--- config.mk ---
export PLATFORM = sky130hd
export DESIGN_NAME = pc_fetch_unit_flat
export DESIGN_NICKNAME = d
export VERILOG_FILES = /design/src/rtl/pc_fetch_unit_if.sv /design/src/rtl/pc_fetch_unit.sv /design/src/flat_wrapper.sv
export SDC_FILE = /design/constraint.sdc
export NUM_CORES = 1
export LEC_CHECK = 0
export CORE_UTILIZATION = 40
export DETAILED_ROUTE_END_ITERATION = 7
export DONT_BUFFER_PORTS = 1
export REMOVE_ABC_BUFFERS = 1
export SETUP_SLACK_MARGIN = 0.05
export SLEW_MARGIN = 25
export SYNTH_ARGS = -nofsm -noshare
export SYNTH_HDL_FRONTEND = slang
export SYNTH_SLANG_ARGS = --single-unit
--- constraint.sdc ---
create_clock -name clk -period 1.9 [get_ports clk]
set_input_delay 0.38 -clock clk [delete_from_list [all_inputs] [get_ports clk]]
set_output_delay 0.38 -clock clk [all_outputs]
set_load 0.01 [all_outputs]
--- src/rtl/pc_fetch_unit_if.sv ---
// Fetch-unit bus: redirect input, PC exports, imem req/ack and decode valid/ready.
// fetch_count exists only when FETCH_PERF_CNT_EN is defined.
interface pc_fetch_unit_if;
   logic        redirect;
   logic [15:0] redirect_pc;
   logic [15:0] pc;
   logic [15:0] pc_plus2;
   logic        imem_req;
   logic [15:0] imem_addr;
   logic        imem_ack;
   logic [15:0] imem_rdata;
   logic [15:0] inst;
   logic        inst_valid;
   logic        inst_ready;
`ifdef FETCH_PERF_CNT_EN
   logic [15:0] fetch_count;
`endif

   modport master (
      input  redirect, redirect_pc, imem_ack, imem_rdata, inst_ready,
      output pc, pc_plus2, imem_req, imem_addr, inst, inst_valid
`ifdef FETCH_PERF_CNT_EN
      , output fetch_count
`endif
   );

   modport slave (
      output redirect, redirect_pc, imem_ack, imem_rdata, inst_ready,
      input  pc, pc_plus2, imem_req, imem_addr, inst, inst_valid
`ifdef FETCH_PERF_CNT_EN
      , input fetch_count
`endif
   );
endinterface

--- src/rtl/pc_fetch_unit.sv ---
// PC register + one-at-a-time fetch sequencer (IDLE/REQ/HOLD); redirect wins over ack/ready.
// Fetch latency >= 1 cycle, issue every >= 2 cycles; HOLD stalls on inst_ready. Optional counter: FETCH_PERF_CNT_EN.
module pc_fetch_unit #(
   parameter logic [15:0] RESET_PC = 16'h0000
) (
   input  logic            clk,
   input  logic            reset,
   pc_fetch_unit_if.master bus
);
   typedef enum logic [1:0] {
      ST_IDLE = 2'd0,
      ST_REQ  = 2'd1,
      ST_HOLD = 2'd2
   } state_t;

   localparam logic [15:0] PC_INIT = RESET_PC & 16'hFFFE;

   state_t      r_state;
   state_t      w_state_nxt;
   logic [15:0] r_pc;
   logic [15:0] w_pc_nxt;
   logic [15:0] w_pc_plus2;
   logic [15:0] r_inst;
   logic [15:0] w_inst_nxt;
   logic        r_inst_valid;
   logic        w_inst_valid_nxt;
   logic        r_imem_req;
   logic        w_imem_req_nxt;

   assign w_pc_plus2 = r_pc + 16'd2;

   always_ff @(posedge clk or negedge reset) begin
      if (!reset) begin
         r_state      <= ST_IDLE;
         r_pc         <= PC_INIT;
         r_inst       <= 16'h0000;
         r_inst_valid <= 1'b0;
         r_imem_req   <= 1'b0;
      end else begin
         r_state      <= w_state_nxt;
         r_pc         <= w_pc_nxt;
         r_inst       <= w_inst_nxt;
         r_inst_valid <= w_inst_valid_nxt;
         r_imem_req   <= w_imem_req_nxt;
      end
   end

   always_comb begin
      w_state_nxt      = r_state;
      w_pc_nxt         = r_pc;
      w_inst_nxt       = r_inst;
      w_inst_valid_nxt = r_inst_valid;
      // Redirect discards any same-cycle ack data or decode acceptance.
      if (bus.redirect) begin
         w_pc_nxt         = {bus.redirect_pc[15:1], 1'b0};
         w_inst_valid_nxt = 1'b0;
         w_state_nxt      = ST_REQ;
      end else begin
         case (r_state)
            ST_IDLE: w_state_nxt = ST_REQ;
            ST_REQ: begin
               if (bus.imem_ack) begin
                  w_inst_nxt       = bus.imem_rdata;
                  w_inst_valid_nxt = 1'b1;
                  w_pc_nxt         = w_pc_plus2;
                  w_state_nxt      = ST_HOLD;
               end
            end
            ST_HOLD: begin
               if (bus.inst_ready) begin
                  w_inst_valid_nxt = 1'b0;
                  w_state_nxt      = ST_REQ;
               end
            end
            default: w_state_nxt = ST_IDLE;
         endcase
      end
      w_imem_req_nxt = (w_state_nxt == ST_REQ);
   end

   assign bus.pc         = r_pc;
   assign bus.pc_plus2   = w_pc_plus2;
   assign bus.imem_req   = r_imem_req;
   assign bus.imem_addr  = r_pc;
   assign bus.inst       = r_inst;
   assign bus.inst_valid = r_inst_valid;

`ifdef FETCH_PERF_CNT_EN
   logic [15:0] r_fetch_count;
   logic        w_accept;

   assign w_accept = r_inst_valid && bus.inst_ready && !bus.redirect;

   always_ff @(posedge clk or negedge reset) begin
      if (!reset) begin
         r_fetch_count <= 16'h0000;
      end else if (w_accept) begin
         r_fetch_count <= r_fetch_count + 16'd1;
      end
   end

   assign bus.fetch_count = r_fetch_count;
`endif
endmodule

--- src/flat_wrapper.sv ---
// flat-port wrapper written by rule: the top's interface ports become plain ports
module pc_fetch_unit_flat 
#(
   parameter logic [15:0] RESET_PC = 16'h0000
)
  (clk, reset, bus_redirect, bus_redirect_pc, bus_imem_ack, bus_imem_rdata, bus_inst_ready, bus_pc, bus_pc_plus2, bus_imem_req, bus_imem_addr, bus_inst, bus_inst_valid);
  pc_fetch_unit_if bus_i ();
  input  logic clk;
  input  logic reset;
  input wire logic [$bits(bus_i.redirect)-1:0] bus_redirect;
  input wire logic [$bits(bus_i.redirect_pc)-1:0] bus_redirect_pc;
  input wire logic [$bits(bus_i.imem_ack)-1:0] bus_imem_ack;
  input wire logic [$bits(bus_i.imem_rdata)-1:0] bus_imem_rdata;
  input wire logic [$bits(bus_i.inst_ready)-1:0] bus_inst_ready;
  output wire logic [$bits(bus_i.pc)-1:0] bus_pc;
  output wire logic [$bits(bus_i.pc_plus2)-1:0] bus_pc_plus2;
  output wire logic [$bits(bus_i.imem_req)-1:0] bus_imem_req;
  output wire logic [$bits(bus_i.imem_addr)-1:0] bus_imem_addr;
  output wire logic [$bits(bus_i.inst)-1:0] bus_inst;
  output wire logic [$bits(bus_i.inst_valid)-1:0] bus_inst_valid;
  assign bus_i.redirect = bus_redirect;
  assign bus_i.redirect_pc = bus_redirect_pc;
  assign bus_i.imem_ack = bus_imem_ack;
  assign bus_i.imem_rdata = bus_imem_rdata;
  assign bus_i.inst_ready = bus_inst_ready;
  assign bus_pc = bus_i.pc;
  assign bus_pc_plus2 = bus_i.pc_plus2;
  assign bus_imem_req = bus_i.imem_req;
  assign bus_imem_addr = bus_i.imem_addr;
  assign bus_inst = bus_i.inst;
  assign bus_inst_valid = bus_i.inst_valid;
  pc_fetch_unit #(.RESET_PC(RESET_PC)) u_core (.clk(clk), .reset(reset), .bus(bus_i));
endmodule
==> results of run 1 <==
==> cells in the final DEF (no fill, tap or decap), types with 3 or more instances in the layout <==
master / count
inv_1: 4
nor2_1: 8
conb_1: 3
nor4_1: 4
xnor2_1: 11
xor2_1: 4
nand3_4: 3
buf_4: 23
buf_6: 7
nand2_1: 19
xor2_2: 3
o21ai_0: 17
xnor2_2: 3
dfrtp_1: 35
nand3_1: 3
nor3_4: 3
clkbuf_8: 5
mux2_2: 17
xnor2_4: 3
==> cells by family (layout without fill, tap and decap cells) <==
group,count (synthesis),in the layout,share of synthesized area
adder cells (fa/ha/maj),1,1,0.00638
AO/OA/AOI/OAI,22,22,0.0600
other,1,3,0.00191
AND/OR/NAND/NOR,61,61,0.170
buffers and inverters,31,45,0.101
flip-flops,35,35,0.447
XOR/XNOR,25,25,0.112
multiplexers,18,18,0.103
==> cell type report <==
cell class,instances,area share
clock inverter,3,0.00798
timing repair buffer,33,0.118
clock buffer,5,0.0274
tap,67,0.0334
sequential,35,0.349
multi-input combinational,130,0.458
inverter,4,0.00599
==> power by group <==
group	total, uW	switching (uW)	internal, uW
Sequential	1010	143	865
Clock	540	285	255
Combinational	561	295	267
Total	2110	723	1390
==> through the flow <==
step           hold slack (ns)  total power [uW]  setup slack [ns]
6_report                 0.154              2110            -0.144
5_1_grt                  0.145              2210            -0.207
4_1_cts                  0.141              2030            -0.150
3_5_place_dp            0.0855              1420            0.0421
3_3_place_gp            0.0854              1410            0.0750
2_1_floorplan           0.0844              1290            -0.210
==> critical path, stage by stage, from the launching register on <==
cell	delay [ns]
dfrtp_1	0.39
ha_4	0.17
nand3_4	0.09
or4_4	0.54
xnor2_4	0.18
==> flip-flops by register name, summed over array words and instances, names as in the netlist <==
register	count
u_core.bus.imem_addr	15
u_core.bus.imem_req	1
u_core.bus.inst	16
u_core.bus.inst_valid	1
u_core.r_state	2
==> worst paths after layout <==
check | startpoint | end | slack, ns | cells past startpoint
worst max-delay path | u_core.bus.imem_addr[1]$_DFFE_PN0P_ | bus_pc_plus2[13] | -0.14 | 4
worst min-delay path | bus_redirect | u_core.bus.inst_valid$_DFFE_PN0P_ | 0.15 | 1
worst max register to register | u_core.bus.imem_addr[1]$_DFFE_PN0P_ | u_core.bus.imem_addr[13]$_DFFE_PN0P_ | 0.11 | 5
worst min register to register | u_core.bus.inst[1]$_DFFE_PN0P_ | u_core.bus.inst[1]$_DFFE_PN0P_ | 0.58 | 1
max in group asynchronous | reset | u_core.bus.inst[7]$_DFFE_PN0P_ | 1.17 | 2
min in group asynchronous | reset | u_core.bus.imem_addr[6]$_DFFE_PN0P_ | 0.54 | 2
==> metal layers <==
| metal | up-vias | GRT usage | wire, um |
|---|---|---|---|
| met5 | - | 0 | 0 |
| li1 | 659 | - | - |
| met3 | 6 | 0.0597 | 330 |
| met1 | 714 | 0.181 | 1740 |
| met4 | 0 | 0.0523 | 51 |
| met2 | 64 | 0.305 | 2380 |
==> timing repair <==
action                                  4_1_cts  5_1_grt
gates cloned                                  0        0
endpoints found under the hold margin        35        0
setup buffers                                 3       10
hold buffers                                  2        0
pin swaps                                     7       13
gates resized for setup                      21       26
endpoints found under the setup margin        8       14
==> impl_results.md, run 1 <==
- CTS Buf Count: 5
- Critical Path End Type: output pin
- Failing checks: setup timing
- Ant diodes: 0
- Final Util: 0.531
- Root buffer cell: clkbuf_8
- Syn. warnings: 0
- Fillers: around 390
- Post-synth top cells: dfrtp_1 (35), buf_4 (21), nand2_1 (21)
- DR WL/cell: between 15 and 20 um
- Global route overflow: 0
- CTS tree: yes
- Clk sinks: 35
- Initial antenna violation count: 0
- Final hold vios: 0
- Critical Path Start Type: flop
- Worst path arrival time: 1.66 ns
- PnR worst setup slack: -0.144 ns
- DIE WIDTH: 72.0 um
- Top post-synthesis cells by area: dfrtp_1 (45%), mux2_2 (9.8%), buf_4 (8.0%), xnor2_1 (7.6%), o21ai_0 (4.3%)
- Syn Inst Count: 194
- Register area: between 800 and 900 um2
- Main synth FF type: dfrtp_1
- Core Box Area: approximately 4700 um2
- Path type of the worst min-delay path: in -> reg
- Static leakage: slightly above 0.001 uW
- Dpl cells: about 260
- Synthesized cell area: 1960 um2
- Critical path class: reg -> out
- Worst Skew: ~0.011 ns
- RSZ-0062 raised after global routing: true
- Worst-path clk slew: roughly 0.070 ns
- CP required: 1.52 ns
- Vias per cell: about 5.2
- First-pass GRT wire length: 6640 um
- DRC errors left: 0
- Global-route total usage across every layer: 0.167
- HPWL after DPL: a little over 3000 um
- Die Y: about 70 um
- Vias: between 1000 and 1500
- I/O Buffers: 0
- VDD IR max: between 0.4 and 0.5 mV
- Max Cap Viol: 0
- Top cell type's share of synthesized area: 0.447
- Slew Viols, Final: 0
- Syn Area/Cell: around 10 um2
- H-tree depth: 2
- Crit share post-route: 1.08
- Sequential-to-total area share from yosys stat: 0.447
- Setup TNS: -0.512 ns
- DR pass1 iterations: 4
- Clock network latency to the later pin of the worst-skew pair: 0.30 ns
- Dpl cell area: slightly above 2000 um2
- Routed wire length: roughly 4500 um
- Post-synth top area cell: dfrtp_1
- DRT iter0 DRCs: between 60 and 70
- Clock buffer depth: 2
- Final instance area: 2510 um2
- Yosys reg bits: 35
- Initial Utilization: 0.415
- Die area: around 5200 um2
- Maximum fanout along the worst path: 3
- Final min period: between 2 and 2.5 ns
- Row count: 25
- Post-Layout Cell Count: 277
- Placer Congestion: ~0.84
- Pin count of the biggest net entering global routing: 36
- Power Density: roughly 840 nW/um2
- Final net count: between 200 and 250
- I/O Pins: roughly 100
- FMAX: between 400 and 500 MHz
- Cell variety after synth: 32
- Outcome: complete, but fails checks
- Layout cell share with drive strength beyond 1: 0.400
- Vias in the first global route: about 1400
- # setup viols final: 8
- Most common cell in the netlist: dfrtp_1
- Post-synth ARST share: 1.00
- Area Growth Syn to Fin: 28.0%
- Multi-input gate area: between 1000 and 1500 um2
- EDFF count, synth: 0
- Post-route antenna net violation count: 0
Power figures use the tool's default switching activity.
==> inputs of run 2 (changes only) <==
--- a/config.mk
+++ b/config.mk
@@ -8,6 +8,7 @@
 export CORE_UTILIZATION = 40
 export DETAILED_ROUTE_END_ITERATION = 7
 export DONT_BUFFER_PORTS = 1
+export GPL_ROUTABILITY_DRIVEN = 0
 export REMOVE_ABC_BUFFERS = 1
 export SETUP_SLACK_MARGIN = 0.05
 export SLEW_MARGIN = 25
==> impl_results.md, run 2 (synthesis results as in run 1) <==
- Outcome: complete, but fails checks
- Failing checks: setup timing
- Static leakage: between 0.0009 and 0.001 uW
- Initial antenna violation count: 0
- Final min period: slightly above 2 ns
- DR pass1 iterations: 4
- Worst-path clk slew: roughly 0.07 ns
- DRT iter0 DRCs: 45
- Final hold vios: 0
- DR WL/cell: between 15 and 20 um
- Post-Layout Cell Count: 271
- DRC errors left: 0
- Vias: between 1000 and 1500
- Clock buffer depth: 2
- Crit share post-route: 1.09
- Switching portion of total power: 0.344
- CTS Buf Count: 5
- Final net count: around 240
- Row count: 25
- CP required: roughly 1.5 ns
- P_sw: about 700 uW
- Sequential Power Share: 0.492
- I/O Pins: around 100
- Pin count of the biggest net entering global routing: 36
- Clk sinks: 35
- Root buffer cell: clkbuf_8
- Clock power frac: 0.277
- FMAX: about 480 MHz
- Critical path class: reg -> out
- Critical Path Start Type: flop
- Ant diodes: 0
- Clock network latency to the later pin of the worst-skew pair: slightly below 0.3 ns
- Vias per cell: between 5 and 6
- Worst path arrival time: 1.69 ns
- Slew Viols, Final: 0
- Logic pwr share: 0.231
- Slowest Stage Delay on Critical Path: roughly 0.54 ns
- First-pass GRT wire length: about 6800 um
- Routed wire length: approximately 4400 um
- Power Density: just under 900 nW/um2
- Global-route total usage across every layer: 0.174
- Int Power: between 1000 and 1500 uW
- Crit path depth: 4
- DIE WIDTH: between 70 and 80 um
- Path type of the worst min-delay path: in -> reg
- WHS: about 0.15 ns
- Top delay family on crit path: simple AND/OR/NAND/NOR gates
- Post-route antenna net violation count: 0
- HPWL after DPL: approximately 3000 um
- Hold depth: 1
- Layout cell share with drive strength beyond 1: 0.348
- Global route overflow: 0
- I/O Buffers: 0
- Final Util: 0.491
- Crit-path cells: ha_2 > nand3_2 > or4_4 > xnor2_4
- PnR worst setup slack: -0.172 ns
- CTS tree: yes
- Die area: around 5200 um2
- RSZ-0062 raised after global routing: true
- Max Cap Viol: 0
- Most frequent cells in the layout: dfrtp_1 (35), buf_4 (24), nand2_1 (20)
- Slowest cell on the critical path: or4_4
- Die Y: approximately 72 um
- Area Growth Syn to Fin: 18.2%
- Initial Utilization: 0.415
- Max reg flops: 16
- # setup viols final: 8
- Vias in the first global route: 1480
- Critical Path End Type: output pin
- Worst Skew: ~0.0065 ns
- H-tree depth: 2
- Core Box Area: between 4000 and 5000 um2
- Dpl cells: around 260
- Worst R2R Path Depth: 5
- Maximum fanout along the worst path: 3
- VDD IR max: 0.499 mV
- WP buf/inv: 0
- Commonest non-fill, non-tap cell in the layout: dfrtp_1
[run 2: changes by cell type in the layout (fill, tap and decap cells not counted), sizes merged]
cell	previous run	this run
buf	32	26
clkinv	1	0
inv	4	5
[run 2: power by group through the flow]
| stage | logic [uW] | clock network, uW | registers [uW] |
|---|---|---|---|
| 2_1_floorplan | 234 | 0 | 1060 |
| 3_3_place_gp | 398 | 0 | 1010 |
| 3_5_place_dp | 410 | 0 | 1010 |
| 4_1_cts | 457 | 579 | 1000 |
| 5_1_grt | 516 | 613 | 1020 |
| 6_report | 471 | 566 | 1000 |
[run 2: layout make-up]
type,count,area [um2]
clock buffer,5,68.8
clock inverter,3,23.8
fill,412,2410
inverter,4,15.0
multi-input combinational,130,1030
sequential,35,876
tap,67,83.8
timing repair buffer,27,221
[run 2: timing repair]
| action | in CTS | in global routing |
|---|---|---|
| hold endpoints to repair | 35 | 0 |
| hold buffers | 2 | 0 |
| setup endpoints to repair | 8 | 12 |
| resized for setup | 18 | 4 |
| setup buffers | 4 | 3 |
| pin swaps | 8 | 3 |
[run 2: through the flow]
step,total power (uW),setup WS (ns),area [um2],TNS (ns)
6_report,2040,-0.172,2320,-0.725
5_1_grt,2150,-0.247,2320,-1.44
4_1_cts,2040,-0.148,2260,-0.416
3_5_place_dp,1420,0.0507,2010,0
3_3_place_gp,1410,0.0759,2010,0
2_1_floorplan,1290,-0.210,1790,-1.90
[run 2: final timing paths]
path | slack, ns | end | from
min in group asynchronous | 0.53 | u_core.bus.imem_addr[11]$_DFFE_PN0P_ | reset
max in group asynchronous | 1.18 | u_core.bus.inst[14]$_DFFE_PN0P_ | reset
max reg2reg | 0.08 | u_core.bus.imem_addr[13]$_DFFE_PN0P_ | u_core.bus.imem_addr[2]$_DFFE_PN0P_
max | -0.17 | bus_pc_plus2[13] | u_core.bus.imem_addr[2]$_DFFE_PN0P_
min reg2reg | 0.59 | u_core.bus.inst[1]$_DFFE_PN0P_ | u_core.bus.inst[1]$_DFFE_PN0P_
min | 0.15 | u_core.bus.inst_valid$_DFFE_PN0P_ | bus_redirect
[run 2: routing by layer]
layer / global-route usage / part of all wire / vias up
li1: - / - / 652
met1: 0.190 / 0.37 / 704
met2: 0.298 / 0.53 / 80
met3: 0.0708 / 0.081 / 11
met4: 0.0806 / 0.015 / 0
met5: 0 / 0 / -
==> inputs of run 3 (changes only) <==
==> constraint.sdc (replaced) <==
create_clock -name clk -period 1.9 [get_ports clk]
set_input_delay 0.285 -clock clk [delete_from_list [all_inputs] [get_ports clk]]
set_output_delay 0.285 -clock clk [all_outputs]
set_load 0.01 [all_outputs]
==> impl_results.md, run 3 (synthesis results as in run 1) <==
- DIE WIDTH: 72.0 um
- WHS: ~0.062 ns
- DRT iter0 DRCs: slightly above 60
- Most frequent cells in the layout: dfrtp_1 (35), nand2_1 (20), buf_4 (19)
- Layout cell share with drive strength beyond 1: 0.338
- Slowest cell on the critical path: or4_4
- HPWL after DPL: roughly 3000 um
- First-pass GRT wire length: 6650 um
- Row count: 25
- Top delay family on crit path: simple AND/OR/NAND/NOR gates
- Core Box Area: roughly 4700 um2
- Max reg flops: 16
- Worst path arrival time: about 1.7 ns
- VDD IR max: around 0.55 mV
- Fillers: around 430
- Final min period: 1.96 ns
- DRC errors left: 0
- Worst reg-to-reg setup slack: between 0.1 and 0.15 ns
- Initial Utilization: 0.415
- Crit share post-route: 1.03
- Max Cap Viol: 0
- Post-Layout Cell Count: approximately 270
- Global route overflow: 0
- Setup TNS: -0.0595 ns
- Final net count: 238
- Vias per cell: ~5.4
- Ant diodes: 0
- Area Growth Syn to Fin: 19.5%
- Pin count of the biggest net entering global routing: 36
- Static leakage: about 0.00094 uW
- Routed wire length: approximately 4300 um
- Clock network latency to the later pin of the worst-skew pair: between 0.2 and 0.3 ns
- Critical path class: reg -> out
- Worst-path clk slew: roughly 0.070 ns
- Slew Viols, Final: 0
- Initial antenna violation count: 0
- Outcome: complete, but fails checks
- Post-route antenna net violation count: 0
- Clock buffer depth: 2
- FMAX: roughly 500 MHz
- Maximum fanout along the worst path: 3
- DR WL/cell: ~16 um
- Root buffer cell: clkbuf_8
- # setup viols final: 1
- Crit-path cells: ha_2 > nand3_2 > or4_4 > xnor2_4
- CTS Buf Count: 5
- I/O Buffers: 0
- DR pass1 iterations: 4
- Global-route total usage across every layer: 0.172
- CTS tree: yes
- Worst Skew: 0.00916 ns
- Commonest non-fill, non-tap cell in the layout: dfrtp_1
- Die Y: slightly above 70 um
- Clk sinks: 35
- Register area: a little under 900 um2
- Critical Path End Type: output pin
- Final hold vios: 0
- Die area: just over 5000 um2
- PnR worst setup slack: -0.0595 ns
- RSZ-0062 raised after global routing: true
- Power Density: 974 nW/um2
- Critical Path Start Type: flop
- WP buf/inv: 0
- Slowest Stage Delay on Critical Path: 0.55 ns
- Multi-input gate area: around 1000 um2
- H-tree depth: 2
- Failing checks: setup timing
- Vias: around 1400
- Dpl cells: around 260
- CP required: approximately 1.6 ns
- I/O Pins: roughly 100
- Vias in the first global route: 1418
- Path type of the worst min-delay path: in -> reg
-- run 3: cell count changes in the layout (fill, tap and decap cells not counted), sizes merged --
cell | previous run | this run
buf | 26 | 23
inv | 5 | 4
clkinvlp | 2 | 1
bufinv | 0 | 2
-- run 3: power by group --
group / switching [uW] / internal, uW
clock: 279 / 523
sequential: 139 / 865
combinational: 258 / 216
-- run 3: timing repair --
action / in CTS / in global routing
setup buffers: 0 / 3
endpoints found under the setup margin: 7 / 10
hold endpoints to repair: 35 / 0
resized for setup: 10 / 11
hold buffers: 2 / 0
pin swaps: 6 / 9
-- run 3: worst register-to-register path, cell delays in order (launching register included) --
cell	delay (ns)
dfrtp_1	0.36
ha_2	0.20
nand3_2	0.11
or4_4	0.48
or3_1	0.38
a31oi_1	0.17
-- run 3: final timing paths --
| kind | startpoint | endpoint | depth (start not counted) |
|---|---|---|---|
| min reg2reg | u_core.bus.inst[1]$_DFFE_PN0P_ | u_core.bus.inst[1]$_DFFE_PN0P_ | 1 |
| min | bus_redirect | u_core.bus.inst_valid$_DFFE_PN0P_ | 1 |
| max in group asynchronous | reset | u_core.bus.inst[1]$_DFFE_PN0P_ | 2 |
| min in group asynchronous | reset | u_core.bus.imem_addr[12]$_DFFE_PN0P_ | 2 |
| max reg2reg | u_core.bus.imem_addr[1]$_DFFE_PN0P_ | u_core.bus.imem_addr[15]$_DFFE_PN0P_ | 5 |
| max | u_core.bus.imem_addr[1]$_DFFE_PN0P_ | bus_pc_plus2[13] | 4 |
-- run 3: cell type report --
| type | count | share of cell area |
|---|---|---|
| timing repair buffer | 24 | 0.0919 |
| multi-input combinational | 130 | 0.434 |
| clock buffer | 5 | 0.0294 |
| inverter | 4 | 0.00641 |
| clock inverter | 3 | 0.0288 |
| sequential | 35 | 0.374 |
| tap | 67 | 0.0358 |
-- run 3: metrics by stage --
stage          cell area, um2  setup WS (ns)   util  power (uW)
6_report                 2340        -0.0595  0.496        2280
5_1_grt                  2340         -0.128  0.496        2400
4_1_cts                  2250        -0.0638  0.476        2280
3_5_place_dp             2010         0.0916  0.426        1420
3_3_place_gp             2010          0.127  0.426        1410
2_1_floorplan            1790         -0.157      -        1290
-- run 3: routing by layer --
metal  up-vias  GRT usage  wire [um]
li1        649          -          -
met1       704      0.203       1670
met2        76      0.283       2180
met3        10     0.0639        377
met4         0     0.0719         83
met5         -          0          0
